## src/rtl/multi_slave_bridge_if.sv

```systemverilog
// rtl/multi_slave_bridge_if.sv - CPU-side and slave-side bus bundle of the multi-slave bridge
interface multi_slave_bridge_if #(
  parameter int N_SLV = 4
);
  logic                   cpu_req;
  logic [31:0]            cpu_addr;
  logic [31:0]            cpu_wdata;
  logic [3:0]             cpu_byteen;
  logic [31:0]            cpu_rdata;
  logic                   cpu_ready;
  logic                   cpu_err;
  logic                   busy;
  logic [N_SLV-1:0]       slv_sel;
  logic [31:0]            slv_addr;
  logic [31:0]            slv_wdata;
  logic [3:0]             slv_byteen;
  logic [N_SLV*32-1:0]    slv_rdata;
  logic [N_SLV-1:0]       slv_ack;

  // master: the bridge, which masters the slave bus and answers the CPU
  modport master (
    input  cpu_req, cpu_addr, cpu_wdata, cpu_byteen, slv_rdata, slv_ack,
    output cpu_rdata, cpu_ready, cpu_err, busy,
           slv_sel, slv_addr, slv_wdata, slv_byteen
  );

  // slave: the surrounding CPU and slave devices
  modport slave (
    output cpu_req, cpu_addr, cpu_wdata, cpu_byteen, slv_rdata, slv_ack,
    input  cpu_rdata, cpu_ready, cpu_err, busy,
           slv_sel, slv_addr, slv_wdata, slv_byteen
  );
endinterface

```

## src/rtl/multi_slave_bridge.sv

```systemverilog
// rtl/multi_slave_bridge.sv - single-outstanding CPU to N-slave address-decoded bridge with ack timeout
module multi_slave_bridge #(
  parameter int                  N_SLV    = 4,
  parameter logic [N_SLV*32-1:0] SLV_BASE = {32'h0000_7F20, 32'h0000_7F10, 32'h0000_7F00, 32'h0000_0000},
  parameter logic [N_SLV*32-1:0] SLV_MASK = {32'hFFFF_FFF0, 32'hFFFF_FFF0, 32'hFFFF_FFF0, 32'hFFFF_C000},
  parameter int                  TIMEOUT  = 16
) (
  input  logic                clk,
  input  logic                reset,
  multi_slave_bridge_if.master bus
);

  localparam int         IDX_W        = (N_SLV > 1) ? $clog2(N_SLV) : 1;
  localparam logic [7:0] TIMEOUT_LAST = 8'(TIMEOUT - 1);

  typedef enum logic [1:0] {
    IDLE   = 2'd0,
    ACCESS = 2'd1,
    RESP   = 2'd2
  } state_t;

  state_t           state;
  logic [7:0]       cnt;
  logic [IDX_W-1:0] idx_q;

  logic             dec_hit;
  logic [IDX_W-1:0] dec_idx;
  logic             sel_ack;
  logic [31:0]      sel_rdata;

  // Scan downwards so the lowest matching index is the one left standing.
  always_comb begin
    dec_hit = 1'b0;
    dec_idx = '0;
    for (int i = N_SLV - 1; i >= 0; i--) begin
      if ((bus.cpu_addr & SLV_MASK[32*i +: 32]) == (SLV_BASE[32*i +: 32] & SLV_MASK[32*i +: 32])) begin
        dec_hit = 1'b1;
        dec_idx = IDX_W'(i);
      end
    end
  end

  // Only the latched slave's ack and data are ever looked at.
  always_comb begin
    sel_ack   = 1'b0;
    sel_rdata = '0;
    for (int i = 0; i < N_SLV; i++) begin
      if (idx_q == IDX_W'(i)) begin
        sel_ack   = bus.slv_ack[i];
        sel_rdata = bus.slv_rdata[32*i +: 32];
      end
    end
  end

  always_ff @(posedge clk or posedge reset) begin
    if (reset) begin
      state          <= IDLE;
      cnt            <= '0;
      idx_q          <= '0;
      bus.cpu_rdata  <= '0;
      bus.cpu_ready  <= 1'b0;
      bus.cpu_err    <= 1'b0;
      bus.busy       <= 1'b0;
      bus.slv_sel    <= '0;
      bus.slv_addr   <= '0;
      bus.slv_wdata  <= '0;
      bus.slv_byteen <= '0;
    end else begin
      case (state)
        IDLE: begin
          if (bus.cpu_req) begin
            bus.slv_addr   <= bus.cpu_addr;
            bus.slv_wdata  <= bus.cpu_wdata;
            bus.slv_byteen <= bus.cpu_byteen;
            idx_q          <= dec_idx;
            bus.busy       <= 1'b1;
            if (dec_hit) begin
              state       <= ACCESS;
              cnt         <= '0;
              bus.slv_sel <= N_SLV'(1) << dec_idx;
            end else begin
              state         <= RESP;
              bus.cpu_ready <= 1'b1;
              bus.cpu_err   <= 1'b1;
              bus.cpu_rdata <= '0;
            end
          end
        end
        ACCESS: begin
          // An ack on the final counted cycle still wins over the timeout.
          if (sel_ack) begin
            state         <= RESP;
            bus.slv_sel   <= '0;
            bus.cpu_ready <= 1'b1;
            bus.cpu_err   <= 1'b0;
            bus.cpu_rdata <= sel_rdata;
          end else if (cnt == TIMEOUT_LAST) begin
            state         <= RESP;
            bus.slv_sel   <= '0;
            bus.cpu_ready <= 1'b1;
            bus.cpu_err   <= 1'b1;
            bus.cpu_rdata <= '0;
          end else begin
            cnt <= cnt + 8'd1;
          end
        end
        RESP: begin
          state         <= IDLE;
          bus.cpu_ready <= 1'b0;
          bus.cpu_err   <= 1'b0;
          bus.cpu_rdata <= '0;
          bus.busy      <= 1'b0;
        end
        default: begin
          state       <= IDLE;
          bus.slv_sel <= '0;
          bus.busy    <= 1'b0;
        end
      endcase
    end
  end

endmodule

```

## src/flat_wrapper.sv

```systemverilog
// flat-port wrapper written by rule: the top's interface ports become plain ports
module multi_slave_bridge_flat 
#(
  parameter int                  N_SLV    = 4,
  parameter logic [N_SLV*32-1:0] SLV_BASE = {32'h0000_7F20, 32'h0000_7F10, 32'h0000_7F00, 32'h0000_0000},
  parameter logic [N_SLV*32-1:0] SLV_MASK = {32'hFFFF_FFF0, 32'hFFFF_FFF0, 32'hFFFF_FFF0, 32'hFFFF_C000},
  parameter int                  TIMEOUT  = 16
)
  (clk, reset, bus_cpu_req, bus_cpu_addr, bus_cpu_wdata, bus_cpu_byteen, bus_slv_rdata, bus_slv_ack, bus_cpu_rdata, bus_cpu_ready, bus_cpu_err, bus_busy, bus_slv_sel, bus_slv_addr, bus_slv_wdata, bus_slv_byteen);
  multi_slave_bridge_if #(.N_SLV(N_SLV)) bus_i ();
  input  logic clk;
  input  logic reset;
  input wire logic [$bits(bus_i.cpu_req)-1:0] bus_cpu_req;
  input wire logic [$bits(bus_i.cpu_addr)-1:0] bus_cpu_addr;
  input wire logic [$bits(bus_i.cpu_wdata)-1:0] bus_cpu_wdata;
  input wire logic [$bits(bus_i.cpu_byteen)-1:0] bus_cpu_byteen;
  input wire logic [$bits(bus_i.slv_rdata)-1:0] bus_slv_rdata;
  input wire logic [$bits(bus_i.slv_ack)-1:0] bus_slv_ack;
  output wire logic [$bits(bus_i.cpu_rdata)-1:0] bus_cpu_rdata;
  output wire logic [$bits(bus_i.cpu_ready)-1:0] bus_cpu_ready;
  output wire logic [$bits(bus_i.cpu_err)-1:0] bus_cpu_err;
  output wire logic [$bits(bus_i.busy)-1:0] bus_busy;
  output wire logic [$bits(bus_i.slv_sel)-1:0] bus_slv_sel;
  output wire logic [$bits(bus_i.slv_addr)-1:0] bus_slv_addr;
  output wire logic [$bits(bus_i.slv_wdata)-1:0] bus_slv_wdata;
  output wire logic [$bits(bus_i.slv_byteen)-1:0] bus_slv_byteen;
  assign bus_i.cpu_req = bus_cpu_req;
  assign bus_i.cpu_addr = bus_cpu_addr;
  assign bus_i.cpu_wdata = bus_cpu_wdata;
  assign bus_i.cpu_byteen = bus_cpu_byteen;
  assign bus_i.slv_rdata = bus_slv_rdata;
  assign bus_i.slv_ack = bus_slv_ack;
  assign bus_cpu_rdata = bus_i.cpu_rdata;
  assign bus_cpu_ready = bus_i.cpu_ready;
  assign bus_cpu_err = bus_i.cpu_err;
  assign bus_busy = bus_i.busy;
  assign bus_slv_sel = bus_i.slv_sel;
  assign bus_slv_addr = bus_i.slv_addr;
  assign bus_slv_wdata = bus_i.slv_wdata;
  assign bus_slv_byteen = bus_i.slv_byteen;
  multi_slave_bridge #(.N_SLV(N_SLV), .SLV_BASE(SLV_BASE), .SLV_MASK(SLV_MASK), .TIMEOUT(TIMEOUT)) u_core (.clk(clk), .reset(reset), .bus(bus_i));
endmodule
```

## config.mk

```make
export PLATFORM = sky130hd
export DESIGN_NAME = multi_slave_bridge_flat
export DESIGN_NICKNAME = d
export VERILOG_FILES = /design/src/rtl/multi_slave_bridge_if.sv /design/src/rtl/multi_slave_bridge.sv /design/src/flat_wrapper.sv
export SDC_FILE = /design/constraint.sdc
export NUM_CORES = 1
export LEC_CHECK = 0
export ABC_AREA = 1
export CORE_UTILIZATION = 30
export DETAILED_ROUTE_END_ITERATION = 12
export PLACE_DENSITY = 0.69
export SYNTH_ARGS = -nofsm -noshare
export SYNTH_HDL_FRONTEND = slang
export SYNTH_SLANG_ARGS = --single-unit
```

## constraint.sdc

```tcl
create_clock -name clk -period 8.15 [get_ports clk]
set_input_delay 1.2225 -clock clk [delete_from_list [all_inputs] [get_ports clk]]
set_output_delay 1.2225 -clock clk [all_outputs]
set_load 0.02 [all_outputs]
```

; ---- Word-level counts from Yosys, hierarchy flattened
; Index checks and enable logic that the tools add are counted.
[word_totals]
regBits = 119
out_inout_bits = 107
word_cells = 86
[classes]
n_addsub = 1
eq_ne = 15
shifts = 1
mux = 45
n_bitwise = 2
reduce_logical = 11
[op_table]
columns = operator, n
row1 = $mux 32, 8
row2 = $pmux 32 s3, 1
row3 = $eq 28x11->1 const B, 3
row4 = $logic_not 32->1, 1
row5 = $mux 8, 4
row6 = $mux 2, 8
row7 = $mux 4, 4
row8 = $pmux 8 s2, 1
row9 = $mux 1, 14
row10 = $pmux 4 s3, 1
row11 = $add 8x1->8 const B, 1
row12 = $eq 8x4->1 const B, 1
row13 = $ne 2x2->1 const B, 4
row14 = $reduce_and 4->1, 2
row15 = $eq 2x2->1 const B, 3
row16 = $pmux 1 s3, 2
row17 = $reduce_and 2->1, 3
row18 = $reduce_and 5->1, 1
row19 = $eq 2x1->1 const B, 2
row20 = $logic_not 2->1, 2
row21 = $pmux 2 s2, 1
row22 = $shl 1x2->4 const A, 1
row23 = $ne 3x1->1 const B, 1
row24 = $reduce_bool 3->1, 1
row25 = 4 further kinds, 5

; ---- Depth between registers and ports, before layout
[logic_depth]
word_depth = 9
mapped_depth = 12
mapped_depth_nobuf = 11

; ---- Worst setup path before layout
; Ideal clock, no wire load.
[synth_path]
path_kind = input -> register
from = in bus_cpu_addr[27]
to = reg u_core.bus.slv_sel[0] (netlist name)
t_arrival_ns = 2.235
slack_ns = 5.798
cell_stages = 9
n_path_buf = 1
path_cell_list = nor2_1 > nand3_1 > nor2_2 > nand3_1 > nand4_1 > buf_2 > nand2_1 > nand2_1 > nand2_1
[synth_via]
elab_chain_len = 9
word_cells_on_any_way = 18
cone_classes = eq/ne: 4 / shift: 1 / mux: 11 / reduce/logical: 2
[synth_rtl]
columns = element, line_no
row1 = "start, declared", flat_wrapper.sv:14  ; input wire logic [$bits(bus_i.cpu_addr)-1:0] bus_cpu_addr;
row2 = $eq 28x11->1, multi_slave_bridge.sv:36  ; if ((bus.cpu_addr & SLV_MASK[32*i +: 32]) == (SLV_BASE[32*i +: 32] & SLV_MASK[32*i +: 32])) begin
row3 = $mux 2 (4 in series), multi_slave_bridge.sv:36
row4 = $shl 1x2->4, multi_slave_bridge.sv:80  ; bus.slv_sel <= N_SLV'(1) << dec_idx;
row5 = $mux 4, multi_slave_bridge.sv:77  ; if (dec_hit) begin
row6 = $mux 4, multi_slave_bridge.sv:71  ; if (bus.cpu_req) begin
row7 = $pmux 4 s3, multi_slave_bridge.sv:69  ; case (state)
row8 = "end signal, assigned", multi_slave_bridge.sv:80
row9 = "end, declared", multi_slave_bridge_if.sv:24  ; slv_sel, slv_addr, slv_wdata, slv_byteen
; Several ways; a longest one is shown, not always the timed one. The select of a mux whose other input is x is not followed.
; A chain may end at the register's enable or synchronous reset.

; ---- Worst setup path in the final report
[layout_path]
from = in bus_slv_ack[2]
to = reg u_core.bus.cpu_rdata[30]
[layout_via]
elab_chain_len = 4
word_cells_on_any_way = 6
cone_classes = eq/ne: 1 / mux: 4 / reduce/logical: 1
[layout_rtl]
columns = element, line_no
row1 = "start, declared", flat_wrapper.sv:18  ; input wire logic [$bits(bus_i.slv_ack)-1:0] bus_slv_ack;
row2 = $mux 1 (*) (2 in series), multi_slave_bridge.sv:48  ; if (idx_q == IDX_W'(i)) begin
row3 = $ne 3x1->1 (no line) or $mux 32 (tied branches), -
row4 = $reduce_and 4->1 (no line) or $pmux 32 s3 (tied branches), -
row5 = "end signal, assigned", multi_slave_bridge.sv:96  ; bus.cpu_rdata <= sel_rdata;
row6 = "end, declared", multi_slave_bridge_if.sv:23  ; output cpu_rdata, cpu_ready, cpu_err, busy,
; Mark *: on every way between the ends. The rest lies on a longest branch, timed or not.

==> impl_metrics.env <==
export IMPL_hold_viol=0
export IMPL_regToRegStartpoint="u_core.idx_q[0]"
export IMPL_cts_buffer_depth=2
export IMPL_via_per_inst=4.61
export IMPL_finClkSkew_ps=8.64
export IMPL_status="complete, no violations"
export IMPL_antenna_found_initial=0
export IMPL_synth_nets=967
export IMPL_cts_htree_levels=4
export IMPL_ant_nets=0
export IMPL_hold_path_end="u_core.bus.slv_wdata[23]"
export IMPL_first_pass_iters=4
export IMPL_grt_pass1_wl_um=31000
export IMPL_fp_dieArea_um2=19600
export IMPL_pin_count=310
export IMPL_rows=50
export IMPL_synthesis_area_um2=5720
export IMPL_syn_inst=763
export IMPL_power_leakage_nw=4.56
export IMPL_crit_top_cell="nand2_1"
export IMPL_required_ps=8490
export IMPL_power_frac_clock=0.261
export IMPL_netSwitchingFraction=0.371
export IMPL_ctsResizeCount=0
export IMPL_slew_headroom=0.271
export IMPL_tightestPinTransition_ps=1090
export IMPL_critPathBufInv=2
export IMPL_yosysSeqAreaShare=0.520
export IMPL_holdCritPathClass="flip-flop to flip-flop"
export IMPL_routed_wl_um=19500
export IMPL_synth_cell_types=27
export IMPL_clk_pin_slew_ps=60
export IMPL_muxShareOfSynthArea=0
export IMPL_synth_seq_cells=119
export IMPL_worst_path_max_fanout=31
export IMPL_synth_top_family_by_area="simple AND/OR/NAND/NOR gates"
export IMPL_yosys_warnings=0
export IMPL_synth_xor_area_share=0.00459
export IMPL_path_cells="clkdlybuf4s50_1 > nand2_1 > nand2_1 > nand3_1 > nand2_1 > nand2_1 > inv_1 > o211ai_1 > nand2_1"
export IMPL_holdPathStages=2
export IMPL_period_minus_slack_ps=3010
export IMPL_max_clock_freq_mhz=332
export IMPL_multiInputGateArea_um2=2460
export IMPL_cp_slowest_cell="inv_1"
export IMPL_grtUsageTotal=0.202
export IMPL_ctsHoldBuffers=0
export IMPL_vdd_drop_max_mv=0.177
export IMPL_dpl_hpwl_um=14000
export IMPL_gp_congestion=0.800
export IMPL_drive_gt1_frac=0.0476
export IMPL_seq_power_share=0.323
export IMPL_fin_setup_tns_ps=0
export IMPL_seq_area_um2=2980
export IMPL_grt_max_degree=78
export IMPL_worstHoldStart="u_core.bus.slv_wdata[23]"
export IMPL_postCtsSetupRepairBufs=0
export IMPL_core_area_um2=18700
export IMPL_cts_tree="done"
export IMPL_power_density_nw_per_um2=295
export IMPL_place_ws_ps=4730
export IMPL_crit_arrival_ps=3350
export IMPL_insertedDiodeCount=0
export IMPL_die_width_um=140
export IMPL_finalPower_w=0.00282
export IMPL_reg2reg_slack_ps=5160
export IMPL_p_sw_w=0.00105
export IMPL_synthSimpleGateAreaFrac=0.340
export IMPL_fin_util=0.511
export IMPL_grt_pass1_vias=5767
export IMPL_slew_violations=0
export IMPL_final_setup_viol_count=0
export IMPL_end_kind="flip-flop"
export IMPL_drc_errors=0
export IMPL_clkLatencyLatePin_ps=410
export IMPL_min_period_over_period=0.369
export IMPL_cts_root_buf="clkbuf_16"
export IMPL_numCtsBuffers=17
export IMPL_die_h_um=140
export IMPL_r2r_worst_path_cells=8
export IMPL_critical_path_top_delay_family="buffers and inverters"
export IMPL_gr_total_overflow=0
export IMPL_drtIter0Drc=325
export IMPL_synth_compound_area_frac=0.0815
export IMPL_internal_power_w=0.00178
export IMPL_grt_setup_unrepaired="no"
export IMPL_synth_area_per_cell_um2=7.50
export IMPL_port_buffers=309
export IMPL_final_nets=1263
export IMPL_wl_per_cell_um=14.9
export IMPL_drv_cap=0
export IMPL_crit_start="bus_slv_ack[2]"
export IMPL_combPwrFrac=0.416
export IMPL_whs_ps=467
export IMPL_slowest_delay_ps=820
export IMPL_start_util=0.306
export IMPL_setup_slack_ps=5140
export IMPL_syn_to_final_growth_pct=67.1
export IMPL_synth_adder_area_share=0.00219
export IMPL_reg2reg_to="u_core.bus.cpu_rdata[30]"
export IMPL_vias=6027
export IMPL_cts_sinks=119
export IMPL_start_kind="input port"
export IMPL_fill_cells=1780
export IMPL_path_class="input port to flip-flop"
cell type report:
| cell class | instances | share of cell area |
|---|---|---|
| clock buffer | 18 | 0.0449 |
| timing repair buffer | 315 | 0.328 |
| inverter | 29 | 0.0116 |
| multi-input combinational | 577 | 0.257 |
| sequential | 119 | 0.311 |
| clock inverter | 14 | 0.0158 |
| tap | 234 | 0.0306 |
power groups by stage:
stage	logic [W]	registers, W	clock network [W]
floorplan	0.000345	0.00116	0
global placement	0.00118	0.000914	0
detailed placement	0.00119	0.000916	0
CTS	0.00119	0.000914	0.000757
global route	0.00127	0.000940	0.000788
finish	0.00117	0.000913	0.000737
routing by layer:
metal / wire (um) / track usage
met2: 9150 / 0.332
met5: 0 / 0
met4: 271 / 0.0590
met3: 1800 / 0.0711
met1: 8300 / 0.248
cell families after synthesis:
kind of cell | count (synthesis)
flip-flops | 119
AO/OA/AOI/OAI | 80
buffers and inverters | 67
adder cells (fa/ha/maj) | 1
XOR/XNOR | 3
AND/OR/NAND/NOR | 493
placed cells by master (no fill, tap or decap), types with 2 or more instances in the layout:
cell type and instances:
clkinvlp_4 2, nor3b_1 2, dfrtp_1 119, inv_1 23, xnor2_1 2, inv_6 2, buf_4 6, nor2_2 4
clkinv_2 3, nand2_1 403, o21ai_1 2, o21ai_0 45, nor2_1 37, nand3_1 31, nand4_1 11, clkdlybuf4s50_1 309
bufinv_16 2, o211ai_1 18, o22ai_1 13, clkinv_4 5, inv_2 5, clkbuf_16 17
per-stage QoR:
| step | instances | cell area [um2] |
|---|---|---|
| finish | 1306 | 9560 |
| CTS | 1306 | 9560 |
| floorplan | 763 | 5720 |
| global route | 1306 | 9560 |
| detailed placement | 1274 | 8980 |
| global placement | 1274 | 8980 |
worst max path at each step:
| stage | to | cells past startpoint |
|---|---|---|
| final | u_core.bus.cpu_rdata[30] | 9 |
| after global routing | u_core.bus.cpu_rdata[13] | 8 |
| after CTS | u_core.bus.cpu_rdata[30] | 9 |
| after detailed placement | u_core.bus.cpu_rdata[30] | 9 |
| after global placement | u_core.bus.cpu_rdata[25] | 9 |
| after floorplan | u_core.bus.busy | 1 |
registers in the layout, indices dropped and copies added (netlist names):
signal                 cells
u_core.bus.busy            1
u_core.bus.cpu_ready       1
u_core.cnt                 8
u_core.state               2
u_core.bus.slv_wdata      32
u_core.idx_q               2
u_core.bus.cpu_err         1
u_core.bus.slv_sel         4
u_core.bus.slv_addr       32
u_core.bus.cpu_rdata      32
u_core.bus.slv_byteen      4
synth_stat cells (all sizes together):
library cell  instances  area share
nand4                11       0.012
clkbuf               19       0.013
or2                   1      0.0011
buf                  19       0.019
nor3b                 2      0.0026
nor2                 42       0.029
o211ai               18       0.024
nor3                  1     0.00087
xor2                  1      0.0015
o22ai                13       0.014
o21ai                48       0.043
dfrtp               119        0.52
nand3                31       0.027
xnor2                 2      0.0031
nand2               405        0.27
ha                    1      0.0022
inv                  29       0.019
a31oi                 1      0.0011
worst reg2reg max path, delay by kind of cell (launching register included):
family          cells  cell delay [ps]
buf+inv             2             1100
flops               1              870
simple gates        5              750
compound gates      1              220
(Power assumes the default switching activity.)
